`src/rtl/spi_slave_if.sv`:
```
// Peripheral-bus port bundle for spi_slave: write strobe, address, write data
// and combinational read data.
interface spi_slave_if;
  logic [31:0] data_i;
  logic [31:0] addr_i;
  logic        we_i;
  logic [31:0] data_o;

  modport master (output data_i, output addr_i, output we_i, input data_o);
  modport slave  (input data_i, input addr_i, input we_i, output data_o);
endinterface

```
`src/rtl/spi_slave.sv`:
```
// Memory-mapped SPI slave: oversampled SCK/SS/MOSI, CPOL/CPHA modes 0-3, MSB-first bytes.
// Optional interrupt enable (CTRL[3]) and irq output under `define SPI_SLAVE_IRQ_EN.
module spi_slave #(
  parameter int unsigned CLK_RATIO = 8
) (
  input  logic        clk,
  input  logic        rst,
  spi_slave_if.slave  bus,
  input  logic        spi_sck,
  input  logic        spi_ss,
  input  logic        spi_mosi,
  output logic        spi_miso,
  output logic        spi_miso_oe,
  output logic        irq
);

  localparam logic [0:0] ST_IDLE   = 1'b0;
  localparam logic [0:0] ST_ACTIVE = 1'b1;

  localparam logic [3:0] A_CTRL = 4'h0;
  localparam logic [3:0] A_TX   = 4'h4;
  localparam logic [3:0] A_RX   = 4'h8;
  localparam logic [3:0] A_ST   = 4'hC;

  localparam logic [7:0] MIN_GAP = 8'(CLK_RATIO / 2 - 1);

  logic [2:0] sck_q, ss_q;
  logic [1:0] mosi_q;
  logic [0:0] state_q, state_d;
  logic       en_q, en_d, cpol_q, cpol_d, cpha_q, cpha_d;
  logic [7:0] tx_hold_q, tx_hold_d, tx_sh_q, tx_sh_d;
  logic [7:0] rx_sh_q, rx_sh_d, rx_data_q, rx_data_d;
  logic       tx_empty_q, tx_empty_d, rx_valid_q, rx_valid_d, overrun_q, overrun_d;
  logic [2:0] bit_cnt_q, bit_cnt_d;
  logic       first_q, first_d, reload_q, reload_d;
  logic       miso_q, miso_oe_q;
  logic [7:0] gap_q;
  logic       irq_en_r;

  logic       sck_tgl, lead_edge, trail_edge, sample_edge, drive_edge;
  logic       ss_fall, ss_rise, mosi_s, busy;
  logic       load_tx, set_rx;
  logic [3:0] addr;
  logic [31:0] rdata;
  logic       unused_bits;

  assign unused_bits = ^{bus.addr_i[31:4], bus.data_i[31:8]};
  assign addr        = bus.addr_i[3:0];

  // Edges are judged between the 2nd and 3rd flops so MOSI (2 flops) lines up with SCK.
  assign sck_tgl     = sck_q[2] ^ sck_q[1];
  assign lead_edge   = sck_tgl & (sck_q[2] == cpol_q);
  assign trail_edge  = sck_tgl & (sck_q[1] == cpol_q);
  assign sample_edge = cpha_q ? trail_edge : lead_edge;
  assign drive_edge  = cpha_q ? lead_edge  : trail_edge;
  assign ss_fall     = ss_q[2] & ~ss_q[1];
  assign ss_rise     = ~ss_q[2] & ss_q[1];
  assign mosi_s      = mosi_q[1];
  assign busy        = ~ss_q[1] & en_q;

`ifdef SPI_SLAVE_IRQ_EN
  logic irq_en_q, irq_en_d;
  assign irq_en_r = irq_en_q;
  assign irq      = irq_en_q & (rx_valid_q | overrun_q);
`else
  assign irq_en_r = 1'b0;
  assign irq      = 1'b0;
`endif

  always_comb begin
    // NOTE: every combinational output gets a default first so no path infers a latch.
    state_d    = state_q;
    en_d       = en_q;
    cpol_d     = cpol_q;
    cpha_d     = cpha_q;
    tx_hold_d  = tx_hold_q;
    tx_sh_d    = tx_sh_q;
    rx_sh_d    = rx_sh_q;
    rx_data_d  = rx_data_q;
    tx_empty_d = tx_empty_q;
    rx_valid_d = rx_valid_q;
    overrun_d  = overrun_q;
    bit_cnt_d  = bit_cnt_q;
    first_d    = first_q;
    reload_d   = reload_q;
    load_tx    = 1'b0;
    set_rx     = 1'b0;
`ifdef SPI_SLAVE_IRQ_EN
    irq_en_d   = irq_en_q;
`endif

    if (bus.we_i && addr == A_CTRL) begin
      en_d   = bus.data_i[0];
      cpol_d = bus.data_i[1];
      cpha_d = bus.data_i[2];
`ifdef SPI_SLAVE_IRQ_EN
      irq_en_d = bus.data_i[3];
`endif
    end

    case (state_q)
      ST_IDLE: begin
        if (ss_fall && en_q) begin
          state_d   = ST_ACTIVE;
          load_tx   = 1'b1;
          bit_cnt_d = 3'd0;
          first_d   = 1'b1;
          reload_d  = 1'b0;
        end
      end
      ST_ACTIVE: begin
        if (ss_rise || !en_q) begin
          state_d   = ST_IDLE;
          bit_cnt_d = 3'd0;
          reload_d  = 1'b0;
          first_d   = 1'b0;
        end else begin
          if (sample_edge) begin
            rx_sh_d   = {rx_sh_q[6:0], mosi_s};
            bit_cnt_d = bit_cnt_q + 3'd1;
            if (bit_cnt_q == 3'd7) begin
              rx_data_d = {rx_sh_q[6:0], mosi_s};
              set_rx    = 1'b1;
              reload_d  = 1'b1;
            end
          end
          if (drive_edge) begin
            if (reload_q) begin
              load_tx  = 1'b1;
              reload_d = 1'b0;
              first_d  = 1'b0;
            end else if (cpha_q && first_q) begin
              first_d = 1'b0;
            end else begin
              tx_sh_d = {tx_sh_q[6:0], 1'b0};
            end
          end
        end
      end
      default: state_d = ST_IDLE;
    endcase

    // The shifter sees the old holding value; a same-cycle bus write still refills it.
    if (load_tx) begin
      tx_sh_d    = tx_empty_q ? 8'hFF : tx_hold_q;
      tx_empty_d = 1'b1;
    end
    if (bus.we_i && addr == A_TX) begin
      tx_hold_d  = bus.data_i[7:0];
      tx_empty_d = 1'b0;
    end

    if (bus.we_i && addr == A_ST) begin
      if (bus.data_i[0]) rx_valid_d = 1'b0;
      if (bus.data_i[1]) overrun_d  = 1'b0;
    end
    if (set_rx) begin
      rx_valid_d = 1'b1;
      if (rx_valid_q) overrun_d = 1'b1;
    end
  end

  always_ff @(posedge clk) begin
    // NOTE: sequential state uses non-blocking assignments only, so every flop sees pre-edge values.
    if (!rst) begin
      sck_q      <= 3'b000;
      ss_q       <= 3'b111;
      mosi_q     <= 2'b00;
      state_q    <= ST_IDLE;
      en_q       <= 1'b0;
      cpol_q     <= 1'b0;
      cpha_q     <= 1'b0;
      tx_hold_q  <= 8'h00;
      tx_sh_q    <= 8'h00;
      rx_sh_q    <= 8'h00;
      rx_data_q  <= 8'h00;
      tx_empty_q <= 1'b1;
      rx_valid_q <= 1'b0;
      overrun_q  <= 1'b0;
      bit_cnt_q  <= 3'd0;
      first_q    <= 1'b0;
      reload_q   <= 1'b0;
      miso_q     <= 1'b0;
      miso_oe_q  <= 1'b0;
      gap_q      <= 8'd0;
`ifdef SPI_SLAVE_IRQ_EN
      irq_en_q   <= 1'b0;
`endif
    end else begin
      sck_q      <= {sck_q[1:0], spi_sck};
      ss_q       <= {ss_q[1:0], spi_ss};
      mosi_q     <= {mosi_q[0], spi_mosi};
      state_q    <= state_d;
      en_q       <= en_d;
      cpol_q     <= cpol_d;
      cpha_q     <= cpha_d;
      tx_hold_q  <= tx_hold_d;
      tx_sh_q    <= tx_sh_d;
      rx_sh_q    <= rx_sh_d;
      rx_data_q  <= rx_data_d;
      tx_empty_q <= tx_empty_d;
      rx_valid_q <= rx_valid_d;
      overrun_q  <= overrun_d;
      bit_cnt_q  <= bit_cnt_d;
      first_q    <= first_d;
      reload_q   <= reload_d;
      miso_q     <= (state_q == ST_ACTIVE) & tx_sh_q[7];
      miso_oe_q  <= (state_q == ST_ACTIVE);
      if (sck_tgl)              gap_q <= 8'd0;
      else if (gap_q != 8'hFF)  gap_q <= gap_q + 8'd1;
`ifdef SPI_SLAVE_IRQ_EN
      irq_en_q   <= irq_en_d;
`endif
      // SCK half-periods shorter than CLK_RATIO/2 clocks would outrun the synchronizers.
      if (state_q == ST_ACTIVE && sck_tgl) assert (gap_q >= MIN_GAP);
    end
  end

  assign spi_miso    = miso_q;
  assign spi_miso_oe = miso_oe_q;

  always_comb begin
    rdata = 32'h0;
    case (addr)
      A_CTRL:  rdata = {28'h0, irq_en_r, cpha_q, cpol_q, en_q};
      A_TX:    rdata = {24'h0, tx_hold_q};
      A_RX:    rdata = {24'h0, rx_data_q};
      A_ST:    rdata = {28'h0, tx_empty_q, busy, overrun_q, rx_valid_q};
      default: rdata = 32'h0;
    endcase
    bus.data_o = rst ? rdata : 32'h0;
  end

endmodule
```
`src/flat_wrapper.sv`:
```
// flat-port wrapper written by rule: the top's interface ports become plain ports
module spi_slave_flat 
#(
  parameter int unsigned CLK_RATIO = 8
)
  (clk, rst, spi_sck, spi_ss, spi_mosi, spi_miso, spi_miso_oe, irq, bus_data_i, bus_addr_i, bus_we_i, bus_data_o);
  spi_slave_if bus_i ();
  input  logic clk;
  input  logic rst;
  input  logic spi_sck;
  input  logic spi_ss;
  input  logic spi_mosi;
  output logic spi_miso;
  output logic spi_miso_oe;
  output logic irq;
  input wire logic [$bits(bus_i.data_i)-1:0] bus_data_i;
  input wire logic [$bits(bus_i.addr_i)-1:0] bus_addr_i;
  input wire logic [$bits(bus_i.we_i)-1:0] bus_we_i;
  output wire logic [$bits(bus_i.data_o)-1:0] bus_data_o;
  assign bus_i.data_i = bus_data_i;
  assign bus_i.addr_i = bus_addr_i;
  assign bus_i.we_i = bus_we_i;
  assign bus_data_o = bus_i.data_o;
  spi_slave #(.CLK_RATIO(CLK_RATIO)) u_core (.clk(clk), .rst(rst), .bus(bus_i), .spi_sck(spi_sck), .spi_ss(spi_ss), .spi_mosi(spi_mosi), .spi_miso(spi_miso), .spi_miso_oe(spi_miso_oe), .irq(irq));
endmodule
```
`config.mk`:
```
export PLATFORM = sky130hd
export DESIGN_NAME = spi_slave_flat
export DESIGN_NICKNAME = d
export VERILOG_FILES = /design/src/rtl/spi_slave_if.sv /design/src/rtl/spi_slave.sv /design/src/flat_wrapper.sv
export SDC_FILE = /design/constraint.sdc
export NUM_CORES = 1
export LEC_CHECK = 0
export ABC_AREA = 0
export ABC_CLOCK_PERIOD_IN_PS = 2100
export CAP_MARGIN = 0
export CORE_MARGIN = 2
export CORE_UTILIZATION = 39
export CTS_BUF_LIST = sky130_fd_sc_hd__clkbuf_16
export DETAILED_ROUTE_END_ITERATION = 12
export PLACE_DENSITY = 0.79
export SETUP_SLACK_MARGIN = 0.2
export SLEW_MARGIN = 30
export SYNTH_ARGS = -nofsm -noshare
export SYNTH_HDL_FRONTEND = slang
export SYNTH_SLANG_ARGS = --single-unit
export TNS_END_PERCENT = 10
```
`constraint.sdc`:
```
create_clock -name clk -period 2.1 [get_ports clk]
set_input_delay 0.525 -clock clk [delete_from_list [all_inputs] [get_ports clk]]
set_output_delay 0.525 -clock clk [all_outputs]
set_load 0.05 [all_outputs]
```
**Yosys cells after proc, flatten, opt, wreduce, memory -nomap -nowiden**

Index checks and enable logic that the tools add are counted.

- Register bits after elaboration: 53
- Word-level logic and storage cells: 111
- Bits of input ports: 70

- Reduce and logical (&&, ||, !) cells: 19
- Bitwise logic cells: 11
- Muxes and demuxes: 48
- $add $sub $neg: 1
- Eq/ne operators: 13

Operators with widths:

| operator | number |
|---|---|
| $mux 8 | 8 |
| $pmux 8 s4 | 1 |
| $mux 1 | 31 |
| $reduce_bool 2->1 | 5 |
| $mux 3 | 3 |
| $eq 4x4->1 const B | 2 |
| $pmux 1 s2 | 4 |
| $and 1x1->1 | 6 |
| $ne 2x1->1 const B | 3 |
| $ne 3x3->1 const B | 2 |
| $pmux 3 s2 | 1 |
| $reduce_and 3->1 | 2 |
| $logic_and 1x1->1 | 5 |
| $reduce_and 5->1 | 1 |
| $eq 4x3->1 const B | 1 |
| $logic_not 4->1 | 1 |
| $ne 4x4->1 const B | 1 |
| $not 1->1 | 4 |
| $reduce_and 2->1 | 2 |
| $reduce_and 4->1 | 1 |
| $add 3x1->3 const B | 1 |
| $eq 3x3->1 const B | 1 |
| $eq 1x1->1 | 2 |
| $ne 2x2->1 const B | 1 |
| 3 further kinds | 3 |

**Longest topological paths before layout**

- Word-level depth: 8
- Mapped depth: 7
- Depth with buffers taken out: 5

**Worst setup path before layout**

No wires, ideal clock.

- Kind: input-to-output
- Start point: input bus_addr_i[3]
- End point: output bus_data_o[0]
- Stages: 3
- Arrival: 2139 ps
- Slack: -564 ps
- Path through: nor4_1 -> a22oi_1 -> a21oi_1

- Longest elaborated chain between the ends: 3
- Elaborated cells on any way between the ends: 6
- Classes of those cells: 3 x eq/ne; 2 x mux; 1 x reduce/logical

Ends and longest elaborated chain:

| item | RTL line | text |
|---|---|---|
| start, declared | flat_wrapper.sv:17 | `input wire logic [$bits(bus_i.addr_i)-1:0] bus_addr_i;` |
| $eq 4x4->1 (tied with other cells) | spi_slave.sv:224 | `case (addr)` |
| $pmux 8 s4 * | spi_slave.sv:224 |  |
| $mux 8 * | spi_slave.sv:231 | `bus.data_o = rst ? rdata : 32'h0;` |
| end, declared | flat_wrapper.sv:19 | `output wire logic [$bits(bus_i.data_o)-1:0] bus_data_o;` |

Every way passes the cells marked *; elsewhere a longest branch is shown, timed or not.

**Final worst setup path**

- Start point: input bus_addr_i[0]
- End point: output bus_data_o[3]

The elaborated chain is that of the path after synthesis.

==> key figures <==
Outcome
  – Status: finished, violations left
  – Failing checks: setup timing

Cells and area
  – FF+latch area: 1069 sq um
  – Fraction of layout cells with a size suffix above 1: between 20% and 30%
  – Area growth, synth to finish: 30.47%
  – Cell Count, Final, Fillers Out: 400
  – Final core utilization: 52.14%
  – Post-route cell area: around 3300 sq um
  – Diode count: 0
  – Area occupied by multi-input gates: 1386 sq um
  – # fillers: about 570
  – Fin nets: 394

Yosys
  – Unique masters post-synth: 40
  – Most common flop cell mapped by yosys: dfxtp_1
  – Syn Std Cell Area: 2509 sq um
  – Seq/Total Area, Yosys: 42.29%
  – #FFs+latches synth: 53
  – Number of flops mapped to enable cells by yosys: 0
  – Most area-hungry cell type in the Yosys netlist: dfxtp_1
  – Post-synthesis cell count: roughly 280
  – Synth area leaders: dfxtp_1 42%, buf_4 7.8%, a21oi_1 5.6%
  – Synth Warn #: 0
  – Area share of the largest cell type after synthesis: 42.29%
  – Synth Area per Inst: 8.896 sq um
  – Fraction of registers with async set/reset: 0%

Floorplanning
  – Die W: 84.20 um
  – Ports: between 100 and 150
  – Initial Util: between 30% and 40%
  – Site Rows: 29
  – Core ar.: 6277 sq um
  – Die height: ~84 um
  – Full die area: about 7100 sq um

Clocking
  – Clock Sinks: 53
  – Clock Tree Root: clkbuf_16
  – CTS Buf Count: 5
  – Maximum root-to-sink buffer count: 2
  – CTS tree: done
  – Worst-Skew Late Latency: around 290 ps
  – Cts hold-fix bufs: 0
  – Worst-path clk slew: 60 ps
  – CTS H-tree depth: 2

GRT
  – Vias in the first global route: 2004
  – Largest net degree at the start of global routing: 24
  – Total track usage: 15.33%
  – Initial antenna violation count: 0
  – GRT overflow: 0
  – First-pass GRT wire length: 8963 um

Timing
  – Final setup vio count: 8
  – Fin crit share: 105.4%
  – Hold Vio Cnt, Final: 0
  – Max-slew violation count: 0
  – Worst Skew: roughly 2.9 ps
  – RSZ-0062 raised after global routing: true
  – Final WS setup: -112.8 ps
  – Worst-margin pin slew: 519.5 ps
  – Worst hold slack: 411.3 ps
  – Fin crit period: 2213 ps
  – Max frequency: 0.4519 GHz
  – Slew HR: 65.00%

Placement
  – IO buf count: 27
  – DP Area: 3038 sq um
  – Final HPWL DP: 3897 um
  – Placer Congestion: 0.8322
  – Post-Place Cells: 391

Worst setup path
  – Crit path max fanout: 6
  – R2r setup slk: roughly 100 ps
  – Worst setup path start: bus_addr_i[0]
  – Worst R2R Path Depth: 6
  – Kind of end point of the critical path: output port
  – CP Data Arrival Time: ~1700 ps
  – Worst path required time: about 1600 ps
  – CP Launch Type: primary input
  – Setup CP Type: in2out
  – R2R Path Start: u_core.cpha_q$_SDFFE_PN0P_

Pwr
  – Peak supply drop: 307.7 uV
  – Leak: 1.311 nW
  – Pwr/cell area: 620.0 nW/um^2

Detailed routing
  – Drt total wl: 5358 um
  – Drt first pass iters: 4
  – Vias per Instance: 5.068
  – Routed Antenna Nets: 0
  – DRT iter0 DRCs: between 100 and 150
  – Via count: 2027
  – DRC: 0
  – Routed len/inst: 13.40 um

Hold path
  – Worst hold path depth: 1
  – Hold_sp: u_core.ss_q[0]$_SDFF_PN1_
  – Worst min path class: reg2reg

Job
  – Number of max-cap violations: 0
==> layer usage <==
layer  global-route usage, %  vias to the layer above  share of wire [%]
li1                        -                     1022                  -
met1                   19.12                      958                 45
met2                   26.62                       38                 51
met3                   2.262                        9                2.8
met4                   6.012                        0                1.8
met5                       0                        -                  0
==> worst max-delay path: stages <==
cell	delay [ps]
buf_8	100
buf_6	110
nor4b_4	260
buf_4	190
a222oi_1	90
buf_4	170
nor2_4	110
buf_12	140
==> area by class of cell <==
| class | count | share of cell area (%) |
|---|---|---|
| clock buffer | 5 | 3.823 |
| timing repair buffer | 50 | 17.35 |
| tap | 77 | 2.943 |
| clock inverter | 3 | 0.4205 |
| multi-input combinational | 208 | 42.35 |
| sequential | 53 | 32.65 |
| inverter | 4 | 0.4587 |
==> cell families (layout without fill, tap and decap cells) <==
group / count (synthesis) / after routing / share of synthesized area (%)
DFF: 53 / 53 / 42.29
other: 1 / 25 / 0.1495
muxes: 10 / 10 / 4.189
AOI/OAI and AO/OA: 70 / 70 / 20.00
and+or+nand+nor: 99 / 99 / 18.25
xor gates and xnor gates: 1 / 1 / 0.6486
adders and majority gates: 3 / 3 / 1.396
buffers and inverters: 45 / 62 / 13.07
==> state kept, by name, indices dropped and copies added (netlist names) <==
| signal | count |
|---|---|
| u_core.en_q | 1 |
| u_core.tx_empty_q | 1 |
| u_core.rx_data_q | 8 |
| u_core.tx_sh_q | 8 |
| u_core.spi_miso | 1 |
| u_core.bit_cnt_q | 3 |
| u_core.overrun_q | 1 |
| u_core.cpha_q | 1 |
| u_core.spi_miso_oe | 1 |
| u_core.reload_q | 1 |
| u_core.tx_hold_q | 8 |
| u_core.ss_q | 3 |
| u_core.rx_valid_q | 1 |
| u_core.state_q | 1 |
| u_core.cpol_q | 1 |
| u_core.sck_q | 3 |
| u_core.rx_sh_q | 7 |
| u_core.mosi_q | 2 |
| u_core.first_q | 1 |
==> stage by stage <==
step,setup WS (ps),total power [mW],setup TNS [ps]
2_1_floorplan,28.77,1.233,0
3_3_place_gp,-471.6,1.268,-4059
3_5_place_dp,-512.2,1.270,-4786
4_1_cts,-139.3,2.033,-786.9
5_1_grt,-152.1,2.095,-1042
6_report,-112.8,2.029,-597.4
==> cells in the final DEF, fill, tap and decap left out, types with 3 or more instances in the layout <==
cell type / instances
o21ai_0: 4
inv_1: 5
nor2_4: 6
a22oi_1: 6
buf_4: 17
o21a_1: 11
clkdlybuf4s50_1: 12
dfxtp_1: 51
nor2_1: 18
conb_1: 25
buf_6: 4
nand3_1: 21
a21oi_4: 3
a32o_1: 9
nand2_4: 5
clkbuf_16: 5
and2_1: 5
a22oi_2: 3
and3_1: 3
nand2_1: 28
a21oi_1: 25
buf_12: 11
mux2i_1: 9
==> synthesized netlist by cell type (4+ instances only) <==
master / count
clkbuf_1: 9
and2_1: 5
mux2i_1: 9
inv_1: 4
o21ai_0: 4
and3_1: 4
buf_4: 26
o21a_1: 11
a22oi_1: 9
dfxtp_1: 53
nand2_1: 35
nor2_1: 24
a32o_1: 9
a21oi_1: 28
nand3_1: 21
==> final timing paths <==
| check | to |
|---|---|
| worst max-delay path | bus_data_o[3] |
| worst min-delay path | u_core.ss_q[1]$_SDFF_PN1_ |
| worst max register to register | u_core.tx_sh_q[4]$_SDFFE_PN0P_ |
| worst min register to register | u_core.ss_q[1]$_SDFF_PN1_ |
==> report_power, final <==
group / switching, mW / total [mW] / internal [mW]
clock network: 0.342 / 0.775 / 0.433
registers: 0.00716 / 1.02 / 1.01
logic: 0.167 / 0.235 / 0.0680
total: 0.516 / 2.03 / 1.51
==> timing repair <==
item                                    4_1_cts  5_1_grt
buffers inserted                              0        1
cloned                                        0        0
gates resized for setup                      27       22
pin swaps                                     5       17
endpoints found under the hold margin         0        0
endpoints found under the setup margin       19       16
(Power assumes the default switching activity.)
